[src/rtl/data_bus_initiator.sv]
// -----------------------------------------------------------------------------
// data_bus_initiator
//
// Purpose:
//   Turns single load/store commands into one bus transaction on a
//   request/grant + rvalid data bus. It positions store data and byte
//   enables onto the word lanes. It also aligns and extends load data coming
//   back. Each command produces exactly one response pulse. Misaligned or
//   illegal-size commands return an error without touching the bus.
//
// Optional feature:
//   RSP_TIMEOUT_EN - when defined, a wait counter aborts a transaction with an
//   error after TIMEOUT_CYCLES cycles without a grant or a read response.
//   When it is undefined, the block waits indefinitely and no counter exists.
//
// Ports:
//   clk, rst_ni          clock (rising edge), asynchronous active-low reset
//   cmd_*                command channel (valid/ready handshake)
//   rsp_*                one-cycle response pulse with held data/error
//   data_req_o..data_wdata_intg_o  bus request side
//   data_gnt_i..data_err_i         bus grant/response side
// -----------------------------------------------------------------------------
module data_bus_initiator #(
  parameter int unsigned TIMEOUT_CYCLES = 16
) (
  input  logic        clk,
  input  logic        rst_ni,
  input  logic        cmd_valid_i,
  output logic        cmd_ready_o,
  input  logic        cmd_we_i,
  input  logic [1:0]  cmd_size_i,
  input  logic        cmd_signed_i,
  input  logic [31:0] cmd_addr_i,
  input  logic [31:0] cmd_wdata_i,
  output logic        rsp_valid_o,
  output logic [31:0] rsp_rdata_o,
  output logic        rsp_err_o,
  output logic        data_req_o,
  output logic        data_we_o,
  output logic [3:0]  data_be_o,
  output logic [31:0] data_addr_o,
  output logic [31:0] data_wdata_o,
  output logic [6:0]  data_wdata_intg_o,
  input  logic        data_gnt_i,
  input  logic        data_rvalid_i,
  input  logic [31:0] data_rdata_i,
  input  logic [6:0]  data_rdata_intg_i,
  input  logic        data_err_i
);

  typedef enum logic [1:0] {
    IDLE     = 2'd0,
    REQ      = 2'd1,
    WAIT_RSP = 2'd2,
    RESP     = 2'd3
  } state_t;

  state_t      state, next_state;

  logic        accept;
  logic        misaligned;
  logic [3:0]  be_calc;
  logic [31:0] wdata_calc;
  logic        timeout;

  logic        we_q;
  logic        signed_q;
  logic [1:0]  size_q;
  logic [1:0]  off_q;
  logic [29:0] word_addr_q;
  logic [31:0] wdata_q;
  logic [3:0]  be_q;

  logic [31:0] rdata_q;
  logic        err_q;

  logic [31:0] load_shifted;
  logic [31:0] load_ext;

  logic        rsp_capture;
  logic [31:0] rsp_rdata_next;
  logic        rsp_err_next;

  // Read integrity is not checked by this block.
  logic        unused_intg;
  assign unused_intg = ^data_rdata_intg_i;

  // Ready is gated by reset so it stays low while reset is asserted, even
  // though the state register already sits in IDLE.
  assign cmd_ready_o = rst_ni && (state == IDLE);
  assign accept      = cmd_valid_i && cmd_ready_o;

  // Alignment check and lane placement for the incoming command.
  always_comb begin
    misaligned = 1'b0;
    be_calc    = 4'b1111;
    case (cmd_size_i)
      2'd0: begin
        be_calc = 4'b0001 << cmd_addr_i[1:0];
      end
      2'd1: begin
        misaligned = cmd_addr_i[0];
        be_calc    = 4'b0011 << cmd_addr_i[1:0];
      end
      2'd2: begin
        misaligned = (cmd_addr_i[1:0] != 2'b00);
      end
      default: begin
        misaligned = 1'b1;
      end
    endcase
  end

  assign wdata_calc = cmd_wdata_i << {cmd_addr_i[1:0], 3'b000};

  // Load data is shifted down to bit 0, then truncated and extended.
  assign load_shifted = data_rdata_i >> {off_q, 3'b000};

  always_comb begin
    case (size_q)
      2'd0:    load_ext = {{24{signed_q & load_shifted[7]}},  load_shifted[7:0]};
      2'd1:    load_ext = {{16{signed_q & load_shifted[15]}}, load_shifted[15:0]};
      default: load_ext = load_shifted;
    endcase
  end

`ifdef RSP_TIMEOUT_EN
  localparam int CNT_W = $clog2(TIMEOUT_CYCLES + 1);
  logic [CNT_W-1:0] tmo_cnt;

  // The counter restarts on every state change. This covers entry into REQ
  // and WAIT_RSP. It counts only while waiting on the bus.
  always_ff @(posedge clk or negedge rst_ni) begin
    if (!rst_ni) begin
      tmo_cnt <= '0;
    end else if (state != next_state) begin
      tmo_cnt <= '0;
    end else if (state == REQ || state == WAIT_RSP) begin
      tmo_cnt <= tmo_cnt + CNT_W'(1);
    end
  end

  assign timeout = (tmo_cnt == CNT_W'(TIMEOUT_CYCLES - 1));
`else
  localparam int unsigned unused_timeout_cycles = TIMEOUT_CYCLES;
  assign timeout = 1'b0;
`endif

  // State register.
  always_ff @(posedge clk or negedge rst_ni) begin
    if (!rst_ni) begin
      state <= IDLE;
    end else begin
      state <= next_state;
    end
  end

  // Next-state logic, and the value the response registers take when a
  // response is produced. A stray rvalid outside WAIT_RSP is ignored.
  always_comb begin
    next_state     = state;
    rsp_capture    = 1'b0;
    rsp_rdata_next = '0;
    rsp_err_next   = 1'b0;
    case (state)
      IDLE: begin
        if (accept) begin
          if (misaligned) begin
            next_state   = RESP;
            rsp_capture  = 1'b1;
            rsp_err_next = 1'b1;
          end else begin
            next_state = REQ;
          end
        end
      end
      REQ: begin
        if (data_gnt_i) begin
          next_state = WAIT_RSP;
        end else if (timeout) begin
          next_state   = RESP;
          rsp_capture  = 1'b1;
          rsp_err_next = 1'b1;
        end
      end
      WAIT_RSP: begin
        if (data_rvalid_i) begin
          next_state     = RESP;
          rsp_capture    = 1'b1;
          rsp_rdata_next = we_q ? 32'h0 : load_ext;
          rsp_err_next   = data_err_i;
        end else if (timeout) begin
          next_state   = RESP;
          rsp_capture  = 1'b1;
          rsp_err_next = 1'b1;
        end
      end
      default: begin
        next_state = IDLE;
      end
    endcase
  end

  // The command is latched once at acceptance. This keeps the bus fields
  // stable for however long the grant takes.
  always_ff @(posedge clk or negedge rst_ni) begin
    if (!rst_ni) begin
      we_q        <= 1'b0;
      signed_q    <= 1'b0;
      size_q      <= 2'd0;
      off_q       <= 2'd0;
      word_addr_q <= '0;
      wdata_q     <= '0;
      be_q        <= '0;
    end else if (accept && !misaligned) begin
      we_q        <= cmd_we_i;
      signed_q    <= cmd_signed_i;
      size_q      <= cmd_size_i;
      off_q       <= cmd_addr_i[1:0];
      word_addr_q <= cmd_addr_i[31:2];
      wdata_q     <= wdata_calc;
      be_q        <= be_calc;
    end
  end

  // Response data and error hold until the next response is produced.
  always_ff @(posedge clk or negedge rst_ni) begin
    if (!rst_ni) begin
      rdata_q <= '0;
      err_q   <= 1'b0;
    end else if (rsp_capture) begin
      rdata_q <= rsp_rdata_next;
      err_q   <= rsp_err_next;
    end
  end

  // Bus fields are driven only while requesting, so the bus is quiet otherwise.
  assign data_req_o        = (state == REQ);
  assign data_we_o         = data_req_o & we_q;
  assign data_be_o         = data_req_o ? be_q : 4'b0000;
  assign data_addr_o       = data_req_o ? {word_addr_q, 2'b00} : 32'h0;
  assign data_wdata_o      = data_req_o ? wdata_q : 32'h0;
  assign data_wdata_intg_o = 7'h00;

  assign rsp_valid_o = (state == RESP);
  assign rsp_rdata_o = rdata_q;
  assign rsp_err_o   = err_q;

endmodule

[config.mk]
export PLATFORM = sky130hd
export DESIGN_NAME = data_bus_initiator
export DESIGN_NICKNAME = d
export VERILOG_FILES = /design/src/rtl/data_bus_initiator.sv
export SDC_FILE = /design/constraint.sdc
export NUM_CORES = 1
export LEC_CHECK = 0
export ABC_AREA = 1
export CAP_MARGIN = 20
export CORE_UTILIZATION = 49
export DETAILED_ROUTE_END_ITERATION = 7
export PLACE_DENSITY = 0.95
export SKIP_LAST_GASP = 1
export SLEW_MARGIN = 0
export SYNTH_ARGS = -nofsm -noshare
export SYNTH_HDL_FRONTEND = slang
export SYNTH_SLANG_ARGS = --single-unit
[constraint.sdc]
create_clock -name clk -period 4.2 [get_ports clk]
set_input_delay 0.42 -clock clk [delete_from_list [all_inputs] [get_ports clk]]
set_output_delay 0.42 -clock clk [all_outputs]
set_load 0.01 [all_outputs]
Yosys cells after proc, flatten, opt, wreduce, memory -nomap -nowiden
Cells that the tools add are included.
Widths: inputs -> output; s select.
{"block": "word_totals", "regBits": 107, "inputBits": 113, "output_inout_bits": 112, "word_cells": 55}
{"block": "op_classes", "n_eq_ne": 9, "shifts": 4, "n_mux": 20, "bitwise_logic": 3, "reduce_logical": 9}
{"op": "$mux 32", "n": 5}
{"op": "$pmux 32 s2", "n": 1}
{"op": "$shl 32x5->32", "n": 1}
{"op": "$shr 32x5->32", "n": 1}
{"op": "$mux 2", "n": 4}
{"op": "$pmux 4 s2", "n": 1}
{"op": "$eq 2x1->1 const B", "n": 3}
{"op": "$eq 2x2->1 const B", "n": 3}
{"op": "$logic_not 2->1", "n": 3}
{"op": "$pmux 2 s3", "n": 1}
{"op": "$mux 1", "n": 4}
{"op": "$mux 4", "n": 1}
{"op": "$ne 2x2->1 const B", "n": 2}
{"op": "$pmux 1 s2", "n": 2}
{"op": "$shl 1x2->4 const A", "n": 1}
{"op": "$shl 2x2->4 const A", "n": 1}
{"op": "$and 1x1->1", "n": 3}
{"op": "$logic_and 1x1->1", "n": 3}
{"op": "$pmux 1 s3", "n": 1}
{"op": "$reduce_and 3->1", "n": 1}
{"op": "$ne 2x1->1 const B", "n": 1}
{"op": "$reduce_bool 2->1", "n": 1}
{"op": "$logic_not 1->1", "n": 1}

Longest topological paths before layout
Gate-level depths: netlist of the first run.
{"block": "logic_depth", "ltp_word": 6, "depth_mapped": 11, "ltp_nobuf": 10}

Worst setup path after synthesis of the first run
Ideal clock, no wire load.
{"block": "synth_timing", "kind": "reg2out", "start": "register state[1]", "end": "output data_wdata_o[10]", "arrival_ns": 1.462, "required_time_ns": 3.780, "setup_slack_ns": 2.318, "path_stages_with_launch": 8, "n_path_buf": 3, "path_cell_list": "dfrtp_1 > inv_1 > ha_1 > clkbuf_1 > buf_2 > buf_1 > nand2_1 > inv_1"}
{"block": "synth_between", "elab_chain_len": 2}
{"element": "start: declaration", "line": "58", "rtl": "state_t state, next_state;"}
{"element": "start signal: assignment", "line": "154", "rtl": "state <= next_state;"}
{"element": "$eq 2x1->1", "line": "238", "rtl": "assign data_req_o = (state == REQ);"}
{"element": "via data_req_o", "line": "38", "rtl": "output logic data_req_o,"}
{"element": "$mux 32", "line": "242", "rtl": "assign data_wdata_o = data_req_o ? wdata_q : 32'h0;"}
{"element": "end: declaration", "line": "42", "rtl": "output logic [31:0] data_wdata_o,"}
The timed path passes the listed nets, and every way through them passes these cells.

Worst setup path in the final report of the first run
{"block": "layout_timing", "start": "register state[1]", "end": "output data_wdata_o[14]"}
{"block": "layout_between", "elab_chain_len": 2}
{"element": "$eq 2x1->1", "line": "238"}
{"element": "$mux 32", "line": "242"}
No other way between the ends.

==> results of run 1 <==
-- worst paths after layout --
path                                                   from  cells after the start  slack, ps                           to
worst max-delay path                   state[1]$_DFFE_PN0P_                      6       1400             data_wdata_o[14]
worst min-delay path                                 rst_ni                      2        200   rsp_rdata_o[8]$_DFFE_PN0P_
worst max register to register         state[0]$_DFFE_PN0P_                      8       1720   rsp_rdata_o[2]$_DFFE_PN0P_
worst min register to register  word_addr_q[20]$_DFFE_PN0P_                      2        480  word_addr_q[20]$_DFFE_PN0P_
max in group asynchronous                            rst_ni                      3       2790      wdata_q[13]$_DFFE_PN0P_
min in group clk                word_addr_q[20]$_DFFE_PN0P_                      2        480  word_addr_q[20]$_DFFE_PN0P_
-- routing by layer --
metal | up-vias | track usage, %
li1 | 3094 | -
met3 | 34 | 5.453
met4 | 0 | 11.34
met5 | - | 0
met1 | 2946 | 34.92
met2 | 342 | 46.38
-- state kept, by name, indices dropped and copies added, names as in the netlist --
register / flops
size_q: 2
we_q: 1
word_addr_q: 30
be_q: 4
rsp_rdata_o: 32
off_q: 2
wdata_q: 32
rsp_err_o: 1
state: 2
signed_q: 1
-- cell type report --
type / count / area (um^2)
timing repair buffer: 216 / 2140
multi-input combinational: 650 / 2758
tap: 168 / 210.2
clock inverter: 4 / 53.80
clock buffer: 10 / 229.0
fill: 933 / 3727
inverter: 97 / 366.6
sequential: 107 / 2678
-- stage by stage --
stage               power [mW]  worst slack, ps
global placement         4.049             1345
global route             5.339             1235
detailed placement       4.135             1280
CTS                      4.981             1383
floorplan                3.170             2318
finish                   4.980             1402
-- worst reg2reg max path, stage by stage (launching register included) --
cell     delay [ps]
dfrtp_1         420
inv_1            90
ha_1            210
nand2_1         100
nor2_1          580
inv_1           520
a21oi_1         260
o21ai_0         140
nand2_1         100
-- power by group --
part	internal (mW)	switching, mW
clock	0.457	0.367
sequential	1.48	0.344
combinational	1.05	1.28
total	2.99	1.99
-- Yosys cell counts, drive strengths merged --
cell	number	share of area, %
a21oi	30	2.4
ha	4	0.81
buf	45	5.5
conb	1	0.061
o211ai	1	0.12
clkinv	2	0.12
nand2	441	27
nor2	18	1.1
o21ai	57	4.9
dfrtp	107	43
clkbuf	23	1.4
nand3	90	7.7
inv	95	5.8
-- logic make-up after synthesis --
| group | count (synthesis) | share of synthesized area, % |
|---|---|---|
| other | 1 | 0.06057 |
| AND/OR/NAND/NOR | 549 | 35.67 |
| flip-flops | 107 | 43.25 |
| buffers and inverters | 165 | 12.81 |
| adder cells (fa/ha/maj) | 4 | 0.8084 |
| AO/OA/AOI/OAI | 88 | 7.397 |
==> run summary, run 1 <==
Arr. time, crit path = 2380 ps
Wire per inst = 14.25 um
Fin crit share = 66.61%
Yosys cell types = 23
Pin count of the biggest net entering global routing = 70
Crit-path max cell delay = 570 ps
CP startpoint kind = flip-flop
Least-Margin Pin Slew = 977.2 ps
Layout area overhead = 36.24%
Top Metal Used = met4
Worst setup EP type = output pin
DP HPWL = 12,330 um
Final instance area = 0.008434 mm^2
Final min period = 2798 ps
Die W = 114.4 um
PortBufs = 208
Reg clk slew, reported paths = 70 ps
Final Net Count = 1,198
Final hold slack = 199.7 ps
CTS Sinks = 107
Inserted Clock Buffers = 9
Cell Area, Synth = 0.006191 mm^2
Crit-path slowest cell = clkdlybuf4s50_1
Dpl cells = 1,238
Row count = 40
Drt first pass iters = 5
Cts repair resizes = 0
Routed length on met2 = 8571 um
Vias = 6,416
Worst-path maximum fanout = 69
Residual DRC = 0
Die area = 0.01309 mm^2
Kind of critical path = flip-flop to output pin
Max_cap viols = 0
Worst vdd ir = 0.2969 mV
P_leak = 4.625 nW
Area after DPL = 0.008152 mm^2
PwrDens = 590.4 mW/mm^2
Most frequent cells in the layout = nand2_1 (438), clkdlybuf4s50_1 (207), dfrtp_1 (107), inv_1 (90), nand3_1 (88)
WL met1 = 7241 um
Setup violators final = 0
Hold Crit Class = input port to asynchronous set/reset pin
DRT iter0 DRCs = 800
Yosys warns = 0
N_diodes = 0
Final core utilization = 69.35%
Slew Viols, Final = 0
CTS Hold Bufs = 0
Status = finished clean
Post-DR vias/cell = 5.125
Fin cells = 1,252
GP Congestion = 0.9309
Yosys reg bits = 107
WL met3 = 1565 um
Most common cell after layout, fill and taps aside = nand2_1
Synth Instances = 914
Die H = 114.4 um
Top delay family on crit path = buffers and inverters
Vias in the first global route = 5,928
Initial Utilization = 50.91%
Setup TNS = 0 ps
Sequential-to-total area share from yosys stat = 43.25%
Crit-path most repeated cell = inv_1
Htree depth = 3
# Post-CTS Setup Buffers = 0
Final Hold Viols = 0
CTS tree = built
Slew headroom = 34.45%
IO Pins = 225
Core area = 0.01216 mm^2
Antenna violations before repair = 0
Antenna Nets Post-Route = 0
Worst clock skew = 6.530 ps
Total grt overflow = 0
Fmax = 0.3574 GHz
Average size of a mapped cell = 6.773 um^2
Clock root cell = clkbuf_16
CP Cell Sequence = inv_1, ha_2, buf_4, nand2_1, inv_1, clkdlybuf4s50_1
RSZ-0062 raised after global routing = false
Longest Clk Path Bufs = 2
Worst endpoint required time = 3780 ps
First-pass GRT wire length = 28,510 um
Total GRT Usage = 27.61%
Layout cells sized above 1 = 3.506%
Worst skew pair latency = 340 ps
Total Wirelength = 17,850 um
CP bufs+invs = 4
Power figures use the tool's default switching activity.
==> run 2, diff against run 1 <==
--- a/config.mk
+++ b/config.mk
@@ -7,9 +7,9 @@
 export LEC_CHECK = 0
 export ABC_AREA = 1
 export CAP_MARGIN = 20
-export CORE_UTILIZATION = 49
+export CORE_UTILIZATION = 46
 export DETAILED_ROUTE_END_ITERATION = 7
-export PLACE_DENSITY = 0.95
+export PLACE_DENSITY = 0.9
 export SKIP_LAST_GASP = 1
 export SLEW_MARGIN = 0
 export SYNTH_ARGS = -nofsm -noshare
==> constraint.sdc (replaced) <==
create_clock -name clk -period 2.7 [get_ports clk]
set_input_delay 0.27 -clock clk [delete_from_list [all_inputs] [get_ports clk]]
set_output_delay 0.27 -clock clk [all_outputs]
set_load 0.01 [all_outputs]
==> run summary, run 2 (synthesis gave the netlist of run 1 again) <==
Status = finished clean (unchanged)
P_leak = 4.668 nW (was 4.625 nW)
Slew Viols, Final = 0 (unchanged)
GP Congestion = 0.9134 (was 0.9309)
Final min period = 2553 ps
DRT iter0 DRCs = 664 (was 800)
Inserted Clock Buffers = 9 (unchanged)
Total grt overflow = 0 (unchanged)
Antenna violations before repair = 0 (unchanged)
Worst setup EP type = output pin (unchanged)
Final Net Count = 1,201 (was 1,198)
# Post-CTS Setup Buffers = 0 (unchanged)
Worst skew pair latency = 350 ps (was 340 ps)
Longest Clk Path Bufs = 2 (unchanged)
N_diodes = 0 (unchanged)
Core area = 0.01319 mm^2 (was 0.01216 mm^2)
Htree depth = 3 (unchanged)
Hold Crit Class = input port to asynchronous set/reset pin (unchanged)
Wire per inst = 13.80 um (was 14.25 um)
Flop pwr share = 35.7% (was 36.6%)
Row count = 42 (was 40)
Most common cell after layout, fill and taps aside = nand2_1 (unchanged)
CTS Hold Bufs = 0 (unchanged)
Overall power = 7.808 mW (was 4.980 mW)
Cts repair resizes = 0 (unchanged)
CP startpoint kind = flip-flop (unchanged)
Vias in the first global route = 5,961 (was 5,928)
Internal = 4.734 mW (was 2.990 mW)
Post-DR vias/cell = 5.001 (was 5.125)
Arr. time, crit path = 2280 ps (was 2380 ps)
Die W = 118.0 um (was 114.4 um)
Setup TNS = 0 ps (unchanged)
Total GRT Usage = 25.56% (was 27.61%)
Combinational Power Share = 47.1% (was 46.9%)
Kind of critical path = flip-flop to output pin (unchanged)
Die H = 118.0 um (was 114.4 um)
Fin crit share = 94.55%
Clk network pwr share = 17.2% (was 16.6%)
Worst clock skew = 5.731 ps (was 6.530 ps)
Least-Margin Pin Slew = 914.4 ps (was 977.2 ps)
Final hold slack = 125.2 ps (was 199.7 ps)
CTS Sinks = 107 (unchanged)
Worst vdd ir = 0.4765 mV (was 0.2969 mV)
Antenna Nets Post-Route = 0 (unchanged)
Die area = 0.01393 mm^2 (was 0.01309 mm^2)
Setup violators final = 0 (unchanged)
Sw Share = 39.37% (was 39.96%)
Worst endpoint required time = 2430 ps (was 3780 ps)
PortBufs = 208 (unchanged)
Clock root cell = clkbuf_16 (unchanged)
IO Pins = 225 (unchanged)
Reg clk slew, reported paths = 70 ps (about the same)
Max_cap viols = 0 (unchanged)
Final Hold Viols = 0 (unchanged)
DP HPWL = 12,200 um (was 12,330 um)
Most frequent cells in the layout = nand2_1 (438), clkdlybuf4s50_1 (207), dfrtp_1 (107), inv_1 (90), nand3_1 (88) (unchanged)
PwrDens = 916.4 mW/mm^2 (was 590.4 mW/mm^2)
Pin count of the biggest net entering global routing = 95 (was 70)
Residual DRC = 0 (unchanged)
First-pass GRT wire length = 28,590 um (was 28,510 um)
RSZ-0062 raised after global routing = false (unchanged)
Worst-path maximum fanout = 55 (was 69)
Vias = 6,326 (was 6,416)
Layout area overhead = 37.61% (was 36.24%)
Initial Utilization = 46.94% (was 50.91%)
FILL cells = 1,146 (was 933)
Psw = 3.074 mW (was 1.990 mW)
Slew headroom = 39.04% (was 34.45%)
Total Wirelength = 17,450 um (was 17,850 um)
CTS tree = built (unchanged)
Layout cells sized above 1 = 4.040% (was 3.506%)
Fmax = 0.3917 GHz
Drt first pass iters = 6 (was 5)
-- run 2: cell types whose count changed in the layout (fill, tap and decap cells not counted) --
cell        before  now
clkbuf_8         0    5
buf_12           0    2
buf_4            9   10
bufinv_16        1    0
clkbuf_1         1    0
clkinvlp_4       2    1
-- run 2: path summary, 6_finish.rpt --
check                                       startpoint                           to  slack [ps]  cells past startpoint
max in group asynchronous                       rst_ni       wdata_q[5]$_DFFE_PN0P_        2100                      2
min reg2reg                word_addr_q[18]$_DFFE_PN0P_  word_addr_q[18]$_DFFE_PN0P_         480                      2
max reg2reg                       state[0]$_DFFE_PN0P_      wdata_q[28]$_DFFE_PN0P_         410                      9
min in group clk                         cmd_addr_i[5]   word_addr_q[3]$_DFFE_PN0P_         450                      3
min                                             rst_ni  rsp_rdata_o[20]$_DFFE_PN0P_         130                      2
max                               state[1]$_DFFE_PN0P_              data_wdata_o[9]         150                      6
-- run 2: worst max-delay path, cell delays in order (launching register included) --
cell and delay [ps]:
dfrtp_1 410, inv_1 90, ha_2 390, buf_12 280, nand2_1 90, inv_1 60
clkdlybuf4s50_1 570
-- run 2: metrics by stage --
stage	instances	setup slack [ps]	cell area (um^2)	utilization [%]
3_5_place_dp	1249	377.3	8209	62.24
6_report	1265	147.1	8519	64.59
3_3_place_gp	1249	488.4	8209	62.24
2_1_floorplan	922	967.5	6221	-
4_1_cts	1265	115.4	8519	64.59
5_1_grt	1265	17.44	8519	64.59
-- run 2: routing by layer --
| metal | vias up | GRT usage, % | routed length, um |
|---|---|---|---|
| met5 | - | 0 | 0 |
| met4 | 0 | 11.06 | 469 |
| met3 | 40 | 6.444 | 1486 |
| met2 | 250 | 41.76 | 8338 |
| met1 | 2931 | 32.01 | 7157 |
| li1 | 3105 | - | - |
-- run 2: layout make-up --
| class | instances | area (um^2) | share of cell area [%] |
|---|---|---|---|
| multi-input combinational | 650 | 2758 | 32.37 |
| sequential | 107 | 2678 | 31.43 |
| timing repair buffer | 219 | 2187 | 25.67 |
| inverter | 97 | 366.6 | 4.303 |
| clock buffer | 14 | 294.0 | 3.451 |
| tap | 176 | 220.2 | 2.585 |
| clock inverter | 2 | 16.27 | 0.1909 |
-- run 2: power groups by stage --
| stage | clock network [mW] | registers, mW | logic (mW) |
|---|---|---|---|
| finish | 1.34 | 2.79 | 3.68 |
| global route | 1.42 | 2.88 | 4.11 |
| CTS | 1.37 | 2.78 | 3.71 |
| detailed placement | 0 | 2.79 | 3.69 |
| global placement | 0 | 2.77 | 3.59 |
| floorplan | 0 | 2.71 | 2.22 |
==> run 3, diff against run 2 <==
--- a/config.mk
+++ b/config.mk
@@ -9,6 +9,7 @@
 export CAP_MARGIN = 20
 export CORE_UTILIZATION = 46
 export DETAILED_ROUTE_END_ITERATION = 7
+export MAX_ROUTING_LAYER = met4
 export PLACE_DENSITY = 0.9
 export SKIP_LAST_GASP = 1
 export SLEW_MARGIN = 0
==> constraint.sdc (replaced) <==
create_clock -name clk -period 2.92 [get_ports clk]
set_input_delay 0.292 -clock clk [delete_from_list [all_inputs] [get_ports clk]]
set_output_delay 0.292 -clock clk [all_outputs]
set_load 0.01 [all_outputs]
==> run summary, run 3 (synthesis gave the netlist of run 1 again) <==
Status = finished clean (unchanged)
Worst skew pair latency = 350 ps (about the same)
Die W = 118.0 um (unchanged)
Setup violators final = 0 (unchanged)
Arr. time, crit path = 2270 ps (was 2280 ps)
Core area = 0.01319 mm^2 (unchanged)
CP startpoint kind = flip-flop (unchanged)
R2R setup slack = 720 ps (was 410 ps)
Worst setup margin = 355.0 ps (was 147.1 ps)
Hold Crit Class = input port to asynchronous set/reset pin (unchanged)
CTS tree = built (unchanged)
Fin crit share = 87.84%
Vias = 6,268 (was 6,326)
Worst setup EP type = output pin (unchanged)
Worst-path maximum fanout = 18 (was 55)
DP HPWL = 12,420 um (was 12,200 um)
Clock root cell = clkbuf_16 (unchanged)
GP Congestion = 0.9302 (was 0.9134)
Wire per inst = 13.95 um (was 13.80 um)
Slew Viols, Final = 0 (unchanged)
Crit-path most repeated cell = inv_1 (unchanged)
Top delay family on crit path = buffers and inverters (unchanged)
Longest Clk Path Bufs = 2 (unchanged)
Post-DR vias/cell = 4.947 (was 5.001)
CTS Hold Bufs = 0 (unchanged)
Slew headroom = 40.46% (was 39.04%)
FILL cells = 1,126 (was 1,146)
Final Hold Viols = 0 (unchanged)
Antenna violations before repair = 0 (unchanged)
Most frequent cells in the layout = nand2_1 (438), clkdlybuf4s50_1 (207), dfrtp_1 (107), inv_1 (90), nand3_1 (88) (unchanged)
Final min period = 2565 ps
Overall power = 7.168 mW (was 7.808 mW)
Max_cap viols = 0 (unchanged)
Layout area overhead = 37.25% (was 37.61%)
Inserted Clock Buffers = 9 (unchanged)
# Post-CTS Setup Buffers = 0 (unchanged)
First-pass GRT wire length = 28,550 um (was 28,590 um)
PortBufs = 208 (unchanged)
Crit-path slowest cell = clkdlybuf4s50_1 (unchanged)
P_leak = 4.659 nW (was 4.668 nW)
Total Wirelength = 17,670 um (was 17,450 um)
Least-Margin Pin Slew = 893.0 ps (was 914.4 ps)
CTS Sinks = 107 (unchanged)
Htree depth = 3 (unchanged)
Most common cell after layout, fill and taps aside = nand2_1 (unchanged)
Cts repair resizes = 0 (unchanged)
Vias in the first global route = 5,932 (was 5,961)
Layout cells sized above 1 = 4.033% (was 4.040%)
Worst vdd ir = 0.4151 mV (was 0.4765 mV)
IO Pins = 225 (unchanged)
RSZ-0062 raised after global routing = false (unchanged)
Total grt overflow = 0 (unchanged)
Die area = 0.01393 mm^2 (unchanged)
CP bufs+invs = 4 (unchanged)
Total GRT Usage = 26.56% (was 25.56%)
DRT iter0 DRCs = 633 (was 664)
Row count = 42 (unchanged)
Fmax = 0.3899 GHz
Crit-path max cell delay = 530 ps (was 570 ps)
Pin count of the biggest net entering global routing = 95 (unchanged)
Final Net Count = 1,203 (was 1,201)
Worst clock skew = 8.147 ps (was 5.731 ps)
Kind of critical path = flip-flop to output pin (unchanged)
CP Cell Sequence = inv_1, ha_2, buf_4, nand2_1, inv_1, clkdlybuf4s50_1 (was inv_1, ha_2, buf_12, nand2_1, inv_1, clkdlybuf4s50_1)
Storage cell area = 0.002678 mm^2 (unchanged)
Setup TNS = 0 ps (unchanged)
Die H = 118.0 um (unchanged)
Antenna Nets Post-Route = 0 (unchanged)
Drt first pass iters = 5 (was 6)
N_diodes = 0 (unchanged)
Dpl ws = 594.8 ps (was 377.3 ps)
Worst endpoint required time = 2630 ps (was 2430 ps)
PwrDens = 843.7 mW/mm^2 (was 916.4 mW/mm^2)
Initial Utilization = 46.94% (unchanged)
Residual DRC = 0 (unchanged)
Reg clk slew, reported paths = 70 ps (about the same)
Area taken by multi-input logic gates = 0.002758 mm^2 (unchanged)
==> run 3: final timing paths <==
kind,startpoint,endpoint,depth (start not counted)
setup / recovery,state[1]$_DFFE_PN0P_,data_wdata_o[28],6
hold / removal,rst_ni,rsp_rdata_o[19]$_DFFE_PN0P_,2
setup reg to reg,state[0]$_DFFE_PN0P_,off_q[1]$_DFFE_PN0P_,10
hold reg to reg,word_addr_q[11]$_DFFE_PN0P_,word_addr_q[11]$_DFFE_PN0P_,2
max in group asynchronous,rst_ni,word_addr_q[29]$_DFFE_PN0P_,2
min in group clk,cmd_addr_i[4],word_addr_q[2]$_DFFE_PN0P_,3
==> run 3: worst reg2reg max path, cell delays in order, from the launching register on <==
cell	delay, ps
dfrtp_1	400
inv_1	80
ha_1	240
nand2_1	80
inv_1	50
nand2_1	80
inv_1	100
nand2_4	80
buf_4	680
nand2_1	230
o21ai_2	110
==> run 3: power by group <==
part / switching (mW) / internal (mW)
clock: 0.550 / 0.602
sequential: 0.454 / 2.13
combinational: 1.87 / 1.56
==> run 3: routing by layer <==
layer / share of wire, % / global-route usage (%)
met1: 42 / 33.42
met2: 48 / 42.02
met3: 7.0 / 4.748
met4: 2.9 / 11.54
met5: 0 / -
==> run 3: final cells by class <==
cell class	count	share of cell area (%)
Multi-Input combinational cell	650	32.45
Sequential cell	107	31.51
Timing Repair Buffer	221	25.92
Inverter	97	4.315
Clock buffer	12	2.901
Tap cell	176	2.592
Clock inverter	4	0.3092
==> run 3: metrics by stage <==
| stage | util (%) | hold WS (ps) | instance area (um^2) | cells |
|---|---|---|---|---|
| after CTS | 64.42 | 169.1 | 8497 | 1267 |
| after detailed placement | 62.35 | 465.9 | 8224 | 1251 |
| after global placement | 62.35 | 462.2 | 8224 | 1251 |
| after floorplan | - | -3.591 | 6221 | 922 |
| final | 64.42 | 149.7 | 8497 | 1267 |
| after global routing | 64.42 | 198.7 | 8497 | 1267 |
